--- src/rtl/corefifo_gray_conv_pipe.sv ---
// Pipelined binary<->Gray pointer converter with a valid/ready handshake and an
// optional checker that flags Gray words moving by more than one bit.
module corefifo_gray_conv_pipe #(
    parameter int ADDRWIDTH   = 3,
    parameter int PIPE_STAGES = 2,
    parameter int CHECK_STEP  = 1
) (
    input  logic               clk,
    input  logic               reset,
    input  logic               in_valid,
    output logic               in_ready,
    input  logic               in_mode,
    input  logic [ADDRWIDTH:0] in_data,
    output logic               out_valid,
    input  logic               out_ready,
    output logic [ADDRWIDTH:0] out_data,
    output logic               out_mode,
    output logic               step_err
);
    localparam int W    = ADDRWIDTH + 1;
    localparam int LAST = PIPE_STAGES - 1;

    // Handshake: a word moves across an interface on a rising edge where valid and
    // ready are both 1; valid never waits for ready, ready may depend on downstream.

    logic [PIPE_STAGES-1:0] stg_valid;
    logic [PIPE_STAGES-1:0] stg_mode;
    logic [PIPE_STAGES-1:0] stg_err;
    logic [PIPE_STAGES-1:0] stg_load;
    logic [W-1:0]           stg_data [PIPE_STAGES];

    logic [W-1:0] conv_data;
    logic         in_fire;
    logic         in_err;

    logic         has_prev;
    logic         prev_mode;
    logic [W-1:0] prev_gray;

    // A stage may load when it is empty or its word leaves this cycle; the chain
    // runs from the output back so a full pipeline still streams with no bubble.
    always_comb begin : load_chain
        logic downstream_free;
        stg_load        = '0;
        downstream_free = out_ready;
        for (int k = LAST; k >= 0; k--) begin
            downstream_free = !stg_valid[k] || downstream_free;
            stg_load[k]     = downstream_free;
        end
    end

    assign in_ready = stg_load[0] && !reset;
    assign in_fire  = in_valid && in_ready;

    always_comb begin : convert
        logic acc;
        conv_data = '0;
        acc       = 1'b0;
        if (in_mode) begin
            acc                  = in_data[ADDRWIDTH];
            conv_data[ADDRWIDTH] = acc;
            for (int i = ADDRWIDTH - 1; i >= 0; i--) begin
                acc          = acc ^ in_data[i];
                conv_data[i] = acc;
            end
        end else begin
            conv_data = in_data ^ (in_data >> 1);
        end
    end

    // More than one differing bit means clearing the lowest set bit leaves a residue.
    always_comb begin : step_check
        logic [W-1:0] diff;
        diff   = in_data ^ prev_gray;
        in_err = (CHECK_STEP != 0) && in_mode && has_prev && prev_mode
                 && ((diff & (diff - W'(1))) != '0);
    end

    always_ff @(posedge clk) begin
        if (reset) begin
            stg_valid <= '0;
            stg_mode  <= '0;
            stg_err   <= '0;
            for (int k = 0; k < PIPE_STAGES; k++) begin
                stg_data[k] <= '0;
            end
            has_prev  <= 1'b0;
            prev_mode <= 1'b0;
            prev_gray <= '0;
        end else begin
            if (in_fire) begin
                has_prev  <= 1'b1;
                prev_mode <= in_mode;
                prev_gray <= in_data;
            end
            if (stg_load[0]) begin
                stg_valid[0] <= in_fire;
                if (in_fire) begin
                    stg_data[0] <= conv_data;
                    stg_mode[0] <= in_mode;
                    stg_err[0]  <= in_err;
                end
            end
            // Payload only moves with a valid word so the output holds when idle.
            for (int k = 1; k < PIPE_STAGES; k++) begin
                if (stg_load[k]) begin
                    stg_valid[k] <= stg_valid[k-1];
                    if (stg_valid[k-1]) begin
                        stg_data[k] <= stg_data[k-1];
                        stg_mode[k] <= stg_mode[k-1];
                        stg_err[k]  <= stg_err[k-1];
                    end
                end
            end
        end
    end

    assign out_valid = stg_valid[LAST];
    assign out_data  = stg_data[LAST];
    assign out_mode  = stg_mode[LAST];
    assign step_err  = stg_valid[LAST] && stg_err[LAST];

endmodule

--- config.mk ---
export PLATFORM = sky130hd
export DESIGN_NAME = corefifo_gray_conv_pipe
export DESIGN_NICKNAME = d
export VERILOG_FILES = /design/src/rtl/corefifo_gray_conv_pipe.sv
export SDC_FILE = /design/constraint.sdc
export NUM_CORES = 1
export LEC_CHECK = 0
export BUFFER_PORTS_ARGS = -buffer_cell sky130_fd_sc_hd__buf_4
export CAP_MARGIN = 30
export CORE_MARGIN = 5
export CORE_UTILIZATION = 50
export CTS_BUF_LIST = sky130_fd_sc_hd__clkbuf_4
export DETAILED_ROUTE_END_ITERATION = 12
export PLACE_DENSITY = 0.74
export SLEW_MARGIN = 20
export SYNTH_ARGS = -nofsm -noshare
export SYNTH_HDL_FRONTEND = slang
export SYNTH_SLANG_ARGS = --single-unit
--- constraint.sdc ---
create_clock -name clk -period 1.7 [get_ports clk]
set_input_delay 0.255 -clock clk [delete_from_list [all_inputs] [get_ports clk]]
set_output_delay 0.255 -clock clk [all_outputs]
set_load 0.05 [all_outputs]
==> key figures <==
Synth
  • Post-synth top cells: dfxtp_1 (12), nand2_1 (11), nor2_1 (10)
  • Largest cells by area after synthesis: dfxtp_1 (26%), edfxtp_1 (26%), and2_1 (4.7%)
  • Yosys warnings: 0
  • Post-synthesis simple-gate area fraction: around a fifth
  • Compound-Gate Fraction of Synth Area: around a tenth
  • Synthesized area per cell: around 10 um^2
  • Post-Synth XOR/XNOR Area: under 10%
  • Ys async rst share: 0%
  • Synth top area share: a little over a quarter
  • Synth Flop Type: dfxtp_1
  • Most frequent cell after synthesis: dfxtp_1
  • Post-synthesis mux area share: under 10%
  • Count of different cell masters after synthesis: 23
  • Register area share after synthesis: 52.1%
  • Main combinational cell family by area after synthesis: simple AND/OR/NAND/NOR gates
  • Mapped cell area: ~920 um^2
  • Cells after Synth: 91
  • FF+latch count, synth: 20
  • Post-Synth Adder-Cell Area: 0%
  • Post-synth EDFFs: 8
  • Dominant cell type by area after synthesis: dfxtp_1
  • Synthesized Nets: 100

Die
  • Die width: between 50 and 60 um
  • Ports: 17
  • Die Y: about 53 um
  • Row count: 15
  • Die area: 0.00280 mm^2
  • Initial Utilization: a little over half
  • Core area: roughly 0.0017 mm^2

Route
  • Routed Antenna Nets: 0
  • Post-DR vias/cell: approximately 4.8
  • Residual DRC: 0
  • Total wire length: ~1400 um
  • Routed length per instance: 11.0 um
  • Via count: roughly 630
  • First drt pass iteration count: 4
  • Initial DRC Count: 9

STA
  • Setup Skew: between 4 and 5 ps
  • Top achievable clock speed: approximately 650 MHz
  • Final number of setup-violating endpoints: 0
  • TNS Setup: 0 ps
  • Max-slew headroom: 80.2%
  • Final Critical Period: ~1500 ps
  • Final worst-path cycle share: between 90% and 100%
  • RSZ-0062 raised after global routing: false
  • Slew at the pin closest to its max-slew limit: between 200 and 300 ps
  • Max Transition Viols Final: 0
  • Final Hold Vio Count: 0

Clocking
  • Max Buffers Root-to-Sink: 2
  • H-Tree Depth: 1
  • Number of buffers created by CTS: 3
  • Postcts setup bufs: 0
  • # resized after CTS: 0
  • Skew-Pair Late Insertion Delay: 290 ps
  • Clock transition at the registers of the reported paths: roughly 110 ps
  • Cts hold-fix bufs: 0
  • CTS Sinks: 20
  • CTS root buf: clkbuf_4
  • CTS tree: done

Placement
  • Routability cong.: between 0.7 and 0.8
  • PortBufs: 16
  • Placement Cell Area: approximately 0.0010 mm^2
  • Detailed placement HPWL: approximately 1100 um

Critical path
  • Crit path DAT: ~1300 ps
  • Crit Path Class: register to output pin
  • Critical path required time: ~1400 ps
  • Worst setup SP type: register
  • Worst setup EP type: output pin
  • Max FO, Critical Path: 6

GRT
  • First-pass GRT wire length: ~2300 um
  • Largest net degree at the start of global routing: 13
  • Vias in the first global route: about 590
  • Grt ovf: 0
  • Initial antenna violation count: 0
  • Total GRT Usage: between 10% and 20%

Power and ir drop
  • Maximum VDD drop: ~0.7 mV
  • Leak: between 0.5 and 0.6 nW
  • P per Cell Area: 1000 mW/mm^2

Job
  • Max-Cap Viols: 0

Layout
  • Final Core Density: 62.6%
  • # fillers: between 150 and 200
  • Area occupied by multi-input gates: roughly 370 um^2
  • Design area: about 0.0011 mm^2
  • Nets: ~120
  • P&R area growth vs syn: 18.5%
  • Sequential cell area: 480 um^2
  • Share of post-route cells with drive strength above 1: 25.5%
  • # diodes: 0

Worst hold path
  • HP Class: primary input to register

Status
  • Status: finished clean
## path summary, 6_finish.rpt
kind | end | slack (ps) | startpoint | cells past startpoint
setup / recovery | in_ready | 150 | stg_valid[1]$_SDFFE_PP0P_ | 3
hold / removal | stg_valid[0]$_SDFFE_PP0N_ | 180 | in_valid | 3
setup reg to reg | stg_data[0][2]$_SDFFCE_PN0P_ | 340 | stg_valid[1]$_SDFFE_PP0P_ | 4
hold reg to reg | prev_gray[3]$_SDFFE_PP0N_ | 480 | prev_gray[3]$_SDFFE_PP0N_ | 2
## cell families (layout without fill, tap and decap cells)
kind of cell           after synthesis  after routing
buffers and inverters               12             27
XOR/XNOR                             8              8
multiplexers                         2              2
AND/OR/NAND/NOR                     35             35
AO/OA/AOI/OAI                       14             14
flip-flops                          20             20
## report_power, final
group,internal (W),switching (W)
logic,0.0000674,0.000102
registers,0.000533,0.0000132
clock network,0.000238,0.000139
## critical path, cell delays in order, from the launching register on
cell,delay [ps]
dfxtp_1,400
and3b_1,360
nor2_2,50
buf_4,190
## stage by stage
stage | worst slack (ps) | total power (W) | hold WS [ps] | std cells
4_1_cts | 126 | 0.00111 | 174 | 131
3_5_place_dp | 327 | 0.000729 | 465 | 127
6_report | 154 | 0.00109 | 184 | 131
5_1_grt | 50.7 | 0.00115 | 177 | 131
3_3_place_gp | 352 | 0.000725 | 433 | 127
2_1_floorplan | 134 | 0.000683 | 364 | 91
## layout by cell type (no fill, tap or decap)
cell       Yosys  final
bufinv_16      0      1
and3_1         2      2
and2_1         7      7
and3b_1        1      1
nor2_1        10      9
inv_1          5      5
nand2_1       11     11
nor3_2         2      2
a21o_1         1      1
dfxtp_1       12     12
a22o_1         2      2
xnor2_1        3      3
mux2i_1        2      2
clkbuf_4       0      3
nor2_2         0      1
o21ai_0        6      6
a41o_1         1      1
o211a_1        1      1
edfxtp_1       8      8
nor3_4         1      1
or3_4          1      1
a21oi_1        3      3
xor2_1         5      5
buf_4          4     18
## state kept, by name, indices dropped and copies added (netlist names)
signal     flops
stg_valid      2
stg_mode       2
prev_mode      1
stg_err        2
has_prev       1
prev_gray      4
stg_data       8
## final cells by class
type / count / share of cell area (%)
clock buffer: 3 / 2.06
tap: 25 / 2.86
inverter: 5 / 1.72
multi-input combinational: 59 / 34.2
clock inverter: 1 / 2.75
sequential: 20 / 44.0
timing repair buffer: 18 / 12.4
## layer usage
layer,routed length [um],GRT usage (%)
met4,14,6.38
met2,731,21.5
met1,587,12.1
met5,0,0
met3,104,3.66
No activity file was read; power rests on OpenSTA's default activity.
